--- src/rtl/ttc_apb_if_lite12.sv ---
// APB slave front-end for a lite TTC timer: decodes transfers into one-cycle
// register write strobes, registers write data and read data, and pulses an interrupt clear.
module ttc_apb_if_lite12 #(
  parameter int unsigned ADDR_W      = 8,
  parameter bit          CLR_ON_READ = 1'b1
) (
  input  logic              pclk12,
  input  logic              p_reset12,
  input  logic              psel12,
  input  logic              penable12,
  input  logic              pwrite12,
  input  logic [ADDR_W-1:0] paddr12,
  input  logic [15:0]       pwdata12,
  output logic [15:0]       prdata12,
  output logic              pready12,
  output logic              pslverr12,
  output logic [15:0]       pwdata_out12,
  output logic              clk_ctrl_reg_sel12,
  output logic              cntr_ctrl_reg_sel12,
  output logic              interval_reg_sel12,
  output logic              match_1_reg_sel12,
  output logic              match_2_reg_sel12,
  output logic              match_3_reg_sel12,
  output logic              intr_en_reg_sel12,
  output logic              clear_interrupt12,
  input  logic [6:0]        clk_ctrl_reg12,
  input  logic [6:0]        cntr_ctrl_reg12,
  input  logic [15:0]       counter_val_reg12,
  input  logic [15:0]       interval_reg12,
  input  logic [15:0]       match_1_reg12,
  input  logic [15:0]       match_2_reg12,
  input  logic [15:0]       match_3_reg12,
  input  logic [5:0]        interrupt_reg12,
  input  logic [5:0]        interrupt_en_reg12
);

  typedef enum logic [1:0] {IDLE, SETUP, ACCESS} state_t;

  state_t      state_q, state_d;
  logic [6:0]  strb_q, strb_d;
  logic [15:0] pwdata_q, pwdata_d;
  logic [15:0] prdata_q, prdata_d;
  logic        err_q, err_d;
  logic        rdclr_q, rdclr_d;
  logic        clr_q, clr_d;

  logic        setup_c, access_c;
  logic [3:0]  idx;
  logic        addr_ok, mapped, read_only, err_c;
  logic [15:0] rmux;
  logic [6:0]  wsel;

  assign setup_c  = psel12 && !penable12;
  // An access phase only counts when it directly follows a recognised setup phase.
  assign access_c = psel12 && penable12 && (state_q == SETUP);

  assign idx       = paddr12[5:2];
  assign addr_ok   = (paddr12[1:0] == 2'b00) && ((paddr12 >> 6) == '0);
  assign mapped    = (idx <= 4'd8);
  assign read_only = (idx == 4'd2) || (idx == 4'd7);
  assign err_c     = !addr_ok || !mapped || (pwrite12 && read_only);

  always_comb begin
    rmux = '0;
    wsel = '0;
    case (idx)
      4'd0: begin rmux = {9'd0, clk_ctrl_reg12};  wsel = 7'b0000001; end
      4'd1: begin rmux = {9'd0, cntr_ctrl_reg12}; wsel = 7'b0000010; end
      4'd2: rmux = counter_val_reg12;
      4'd3: begin rmux = interval_reg12;          wsel = 7'b0000100; end
      4'd4: begin rmux = match_1_reg12;           wsel = 7'b0001000; end
      4'd5: begin rmux = match_2_reg12;           wsel = 7'b0010000; end
      4'd6: begin rmux = match_3_reg12;           wsel = 7'b0100000; end
      4'd7: rmux = {10'd0, interrupt_reg12};
      4'd8: begin rmux = {10'd0, interrupt_en_reg12}; wsel = 7'b1000000; end
      default: begin rmux = '0; wsel = '0; end
    endcase
  end

  always_comb begin
    state_d  = IDLE;
    strb_d   = '0;
    pwdata_d = pwdata_q;
    prdata_d = prdata_q;
    err_d    = setup_c && err_c;
    rdclr_d  = 1'b0;
    clr_d    = access_c && rdclr_q;
    if (setup_c) begin
      state_d = SETUP;
      if (pwrite12) begin
        if (!err_c) begin
          strb_d   = wsel;
          pwdata_d = pwdata12;
        end
      end else begin
        prdata_d = err_c ? '0 : rmux;
        rdclr_d  = CLR_ON_READ && !err_c && (idx == 4'd7);
      end
    end else if (access_c) begin
      state_d = ACCESS;
    end
  end

  always_ff @(posedge pclk12 or posedge p_reset12) begin
    if (p_reset12) begin
      state_q  <= IDLE;
      strb_q   <= '0;
      pwdata_q <= '0;
      prdata_q <= '0;
      err_q    <= 1'b0;
      rdclr_q  <= 1'b0;
      clr_q    <= 1'b0;
    end else begin
      state_q  <= state_d;
      strb_q   <= strb_d;
      pwdata_q <= pwdata_d;
      prdata_q <= prdata_d;
      err_q    <= err_d;
      rdclr_q  <= rdclr_d;
      clr_q    <= clr_d;
    end
  end

  // Registered strobe/error are qualified by the live access phase so a dropped psel kills them.
  assign clk_ctrl_reg_sel12  = strb_q[0] && access_c;
  assign cntr_ctrl_reg_sel12 = strb_q[1] && access_c;
  assign interval_reg_sel12  = strb_q[2] && access_c;
  assign match_1_reg_sel12   = strb_q[3] && access_c;
  assign match_2_reg_sel12   = strb_q[4] && access_c;
  assign match_3_reg_sel12   = strb_q[5] && access_c;
  assign intr_en_reg_sel12   = strb_q[6] && access_c;
  assign pslverr12           = err_q && access_c;
  assign pready12            = 1'b1;
  assign prdata12            = prdata_q;
  assign pwdata_out12        = pwdata_q;
  assign clear_interrupt12   = clr_q;

endmodule
--- config.mk ---
export PLATFORM = sky130hd
export DESIGN_NAME = ttc_apb_if_lite12
export DESIGN_NICKNAME = d
export VERILOG_FILES = /design/src/rtl/ttc_apb_if_lite12.sv
export SDC_FILE = /design/constraint.sdc
export NUM_CORES = 1
export LEC_CHECK = 0
export CELL_PAD_IN_SITES_DETAIL_PLACEMENT = 0
export CELL_PAD_IN_SITES_GLOBAL_PLACEMENT = 1
export CORE_MARGIN = 2
export CORE_UTILIZATION = 27
export CTS_BUF_LIST = sky130_fd_sc_hd__clkbuf_8
export CTS_CLUSTER_DIAMETER = 30
export CTS_CLUSTER_SIZE = 30
export DETAILED_ROUTE_END_ITERATION = 12
export GPL_TIMING_DRIVEN = 0
export PLACE_DENSITY_LB_ADDON = 0.12
export SYNTH_ARGS = -nofsm -noshare
export SYNTH_HDL_FRONTEND = slang
export SYNTH_SLANG_ARGS = --single-unit
--- constraint.sdc ---
create_clock -name pclk12 -period 1.5 [get_ports pclk12]
set_input_delay 0.225 -clock pclk12 [delete_from_list [all_inputs] [get_ports pclk12]]
set_output_delay 0.225 -clock pclk12 [all_outputs]
set_load 0.05 [all_outputs]
# After elaboration in Yosys (flattened, before gate mapping)
# Index checks and enable logic that the tools add are counted.
[op_classes] order_cmp=1 eq_ne=9 muxes=10 bitwise=2 n_reduce_logical=28
[ops] operator="one-hot mux 16 bit (9 select lines)" count=1
[ops] operator="one-hot mux 7 bit (7 select lines)" count=1
[ops] operator="two-way mux 7 bit" count=3
[ops] operator="equality test 4 x 3 -> 1 bit, second input constant" count=4
[ops] operator="logical AND 1 bit" count=16
[ops] operator="two-way mux 16 bit" count=1
[ops] operator="equality test 4 x 2 -> 1 bit, second input constant" count=2
[ops] operator="logical NOT 8 bit" count=1
[ops] operator="equality test 4 x 1 -> 1 bit, second input constant" count=1
[ops] operator="equality test 4 bit, second input constant" count=1
[ops] operator="less-or-equal comparator 4 bit, second input constant" count=1
[ops] operator="logical NOT 1 bit" count=4
[ops] operator="logical NOT 4 bit" count=1
[ops] operator="two-way mux 2 bit" count=2
[ops] operator="logical OR 1 bit" count=3
[ops] operator="AND reduction 3 bit" count=1
[ops] operator="equality test 2 x 1 -> 1 bit, second input constant" count=1
[ops] operator="logical NOT 2 bit" count=1
[ops] operator="two-way mux 1 bit" count=2
[ops] operator="NOT 1 bit" count=2
[ops] operator="AND reduction 2 bit" count=1
[totals] ff_bits=44 in_bits=135 elab_cells=57

# Logic depth before layout (Yosys ltp)
# Gate-level depths: netlist (run 1).
[logic_depth] depth_word=9 ltp_mapped=7 ltp_nobuf=4

# Worst setup path after synthesis (run 1)
# OpenSTA, ideal clock, no wires.
[synth_path] path_kind="input to register" start="input paddr12[1]" end="register pwdata_q[10], in the netlist pwdata_out12[10]" arrival_ns=1.516 setup_slack_ns=-0.142 cell_stages=5 n_path_buf=1 cell_sequence="nor4_1 nand4_1 a221oi_4 buf_8 mux2_4"
[synth_via] elab_chain_len=7
[synth_lines] item="start: declaration" line_no="12" rtl="input logic [ADDR_W-1:0] paddr12,"
[synth_lines] item="logical NOT 2 bit" line_no="58" rtl="assign addr_ok = (paddr12[1:0] == 2'b00) && ((paddr12 >> 6) == '0);"
[synth_lines] item="logical AND 1 bit" line_no="58"
[synth_lines] item="logical NOT 1 bit" line_no="61" rtl="assign err_c = !addr_ok || !mapped || (pwrite12 && read_only);"
[synth_lines] item="logical OR 1 bit (2 in a row)" line_no="61"
[synth_lines] item="NOT 1 bit (no line)"
[synth_lines] item="AND reduction 3 bit (no line)"
[synth_lines] item="end signal: assignment" line_no="116" rtl="pwdata_q <= pwdata_d;"
[synth_lines] item="end: declaration" line_no="41" rtl="logic [15:0] pwdata_q, pwdata_d;"
# Every way passes these cells.
# A chain may end at the register's enable or synchronous reset.

# Worst setup path after layout (run 1)
[layout_path] start="input paddr12[6]" end="register pwdata_q[2], in the netlist pwdata_out12[2]"
[layout_via] elab_chain_len=7
[layout_lines] item="logical NOT 8 bit" line_no="58"
[layout_lines] item="logical AND 1 bit" line_no="58"
[layout_lines] item="logical NOT 1 bit" line_no="61"
[layout_lines] item="logical OR 1 bit (2 in a row)" line_no="61"
[layout_lines] item="NOT 1 bit (no line)"
[layout_lines] item="AND reduction 3 bit (no line)"
# Every way passes these cells.

==> impl_metrics.ini, run 1 <==
[grt]
grt_pass1_wl_mm = 15.7
antenna_found_initial = 0
grt_overflow_total = 0
grt.total_usage_pct = 18.5
grt_max_degree = 29
grt_pass1_vias = 2995

[clock_network]
h-tree-depth = 2
ctsHoldBuffers = 0
cts_root_buffer = clkbuf_8
numCtsBuffers = 5
insertion_delay_ns = 0.30
cts.reportedPaths.clkPinSlew_ns = 0.08
clock_sinks = 44
cts_tree = yes
cts_buffer_depth = 2

[setup_path]
cp_max_fo = 5
critPathTopFamily = simple AND/OR/NAND/NOR gates
crit_required_ns = 1.69
cp_data_arrival_time_ns = 1.77
critPathLaunchType = input pin
path_buf_inv = 3
worstPathCellList = buf_6 -> nor4_4 -> nand4_1 -> a221oi_4 -> buf_6 -> buf_8 -> mux2_4
critPathMostFrequentCell = buf_6
crit_type = input pin to register
end_kind = register
slowest_delay_ns = 0.33
cpMaxStageDelayCell = a221oi_4

[power_and_ir_drop]
combPwrFrac_pct = 30.1
total_leakage_power_nw = 2.33
p_int_mw = 2.31
switching_share_pct = 27.5
p_total_mw = 3.18
switching_power_uw = 874
p_clk_share_pct = 30.7
p_per_area_nw_per_um2 = 625
ir_drop_uv = 395
p_seq_share_pct = 39.2

[drt]
firstDrtPassIters = 5
via_per_inst = 4.89
routedWlPerCell_um = 17.4
drc = 0
drt_iter0_drc = 150
vias = 2781
ant_nets = 0
wl_mm = 9.90

[placed_design]
numPortBuffers = 174
gp_congestion = 0.790
dp_hpwl_mm = 7.26
place_ws_ns = -0.907

[yosys]
synthArstFlopShare_pct = 100
syn_area_per_cell_sq_um = 11.4
ys_seq_area_share_pct = 41.0
syn_inst = 235
yosys_warnings = 0
synth_edf_count = 0
synth_cell_types = 53
syn_nets = 370
ys_ff_latch = 44
yosys_most_used_dff = dfrtp_1
synth_area_sq_um = 2690

[sta]
min_period_over_period_pct = 106
timing.clock.skew_ns = 0.00280
slew_viol_final = 0
max_slew_margin_pct = 65.0
whs_ns = 0.214
rsz0062_at_grt = true
finalSetupViolations = 20
hold_viol = 0
max_freq_mhz = 630
max_slew.worst_pin.slew_ns = 0.528
min_period_ns = 1.59
worst_slack_ns = -0.0872

[floorplanning]
row_count = 36
pin_count = 177
start_util_pct = 27.6
die_height_um = 104
coreArea_sq_um = 9730
die-area_sq_um = 10800
chipWidth_um = 104

[flow_run]
cap_violations = 0

[outcome]
violations = negative setup slack
status = complete, but fails checks

[min_path]
hold_class = input pin to asynchronous set/reset pin

[cells_and_area]
layout.nets = 570
final_cell_mix = clkdlybuf4s50_1, dfrtp_1, dlygate4sd2_1
fin_util_pct = 52.3
layout_commonest_cell = clkdlybuf4s50_1
layout-drive-gt1-share_pct = 27.1
antenna_cells = 0
syn_to_final_growth_pct = 89.5
## through the flow
step                      area (sq um)  cells  setup TNS (ns)
after global routing              5090    569           -3.04
after global placement            4620    542          -69.12
after CTS                         5060    568          -0.787
final                             5090    569           -1.23
after detailed placement          4640    543          -36.30
after floorplan                   2710    235          -0.943
## worst paths after layout
check	cells past startpoint	from	slack, ns	end
setup / recovery	7	paddr12[6]	-0.09	pwdata_out12[2]
hold / removal	2	p_reset12	0.21	pwdata_out12[10]
setup reg to reg	3	state_q[0]	0.48	clear_interrupt12
hold reg to reg	1	rdclr_q	0.45	clear_interrupt12
max in group asynchronous	3	p_reset12	0.80	prdata12[12]
min in group pclk12	3	paddr12[6]	0.23	err_q
## state kept, by name, indices dropped and copies added (netlist names)
name / cells
state_q: 2
clear_interrupt12: 1
pwdata_out12: 16
strb_q: 7
prdata12: 16
err_q: 1
rdclr_q: 1
## synthesized netlist by cell type, types with 2 or more instances
| master | number | area, sq um |
|---|---|---|
| or3b_2 | 2 | 17.5 |
| nor4b_1 | 2 | 17.5 |
| nand2b_1 | 2 | 12.5 |
| nand4_1 | 2 | 12.5 |
| inv_1 | 3 | 11.3 |
| mux2_4 | 10 | 150 |
| a21o_1 | 10 | 75.1 |
| a221oi_1 | 5 | 43.8 |
| a222oi_1 | 9 | 90.1 |
| buf_6 | 4 | 45.0 |
| buf_4 | 4 | 30.0 |
| or3b_1 | 2 | 17.5 |
| a22oi_1 | 9 | 67.6 |
| nor4bb_1 | 3 | 30.0 |
| o22ai_1 | 6 | 37.5 |
| o21ai_1 | 4 | 20.0 |
| mux4_2 | 4 | 90.1 |
| clkbuf_1 | 3 | 11.3 |
| dfrtp_1 | 44 | 1100 |
| nand2_1 | 12 | 45.0 |
| nor2b_1 | 3 | 18.8 |
| nand3b_1 | 6 | 45.0 |
| and2_1 | 14 | 87.6 |
| nor2_1 | 3 | 11.3 |
| nor4b_2 | 2 | 30.0 |
| mux2i_1 | 10 | 100 |
| buf_2 | 9 | 45.0 |
| a211oi_1 | 3 | 22.5 |
| mux2_2 | 8 | 90.1 |
| a21oi_1 | 14 | 70.1 |
## layout make-up
| class | count | area [sq um] |
|---|---|---|
| multi-input cells | 167 | 1560 |
| clock inverters | 2 | 38.8 |
| clock buffers | 6 | 82.6 |
| flip-flops and latches | 44 | 1100 |
| repair buffers | 194 | 1950 |
| plain buffers | 20 | 185 |
| well taps | 133 | 166 |
| inverters | 3 | 11.3 |
| fillers | 953 | 4640 |
## cell families (layout without fill, tap and decap cells)
logic type / count (synthesis) / count (layout) / synth area share [%]
and+or+nand+nor: 62 / 63 / 16.2
other: 1 / 1 / 0.140
DFF: 44 / 44 / 41.0
buffers and inverters: 25 / 225 / 6.05
AOI/OAI and AO/OA: 71 / 71 / 20.6
muxes: 32 / 32 / 16.0
## metal layers
| layer | GRT usage, % | up-vias | share of wire (%) |
|---|---|---|---|
| met5 | 0 | - | 0 |
| met4 | 5.98 | 0 | 1.7 |
| met3 | 5.16 | 13 | 7.2 |
| met2 | 32.0 | 117 | 51 |
| met1 | 22.4 | 1338 | 41 |
| li1 | - | 1313 | - |
## power by group through the flow
stage / sequential (mW) / combinational (mW) / clock [mW]
after detailed placement: 1.27 / 0.929 / 0
after global routing: 1.25 / 1.02 / 1.06
after global placement: 1.27 / 0.915 / 0
after CTS: 1.25 / 0.953 / 1.02
final: 1.25 / 0.958 / 0.977
after floorplan: 1.42 / 0.272 / 0
## repair_timing
item | CTS | global route
endpoints found under the hold margin | 0 | 0
pin swaps | 9 | 4
setup buffers | 15 | 2
setup endpoints to repair | 82 | 46
resized for setup | 161 | 17
gates cloned | 3 | 0
(Power assumes the default switching activity.)
==> inputs of run 2 (changes only) <==
- HOLD_SLACK_MARGIN: not set -> 0.08
==> results of run 2 <==
Final layout, timing and power as in run 1 (identical DEF).
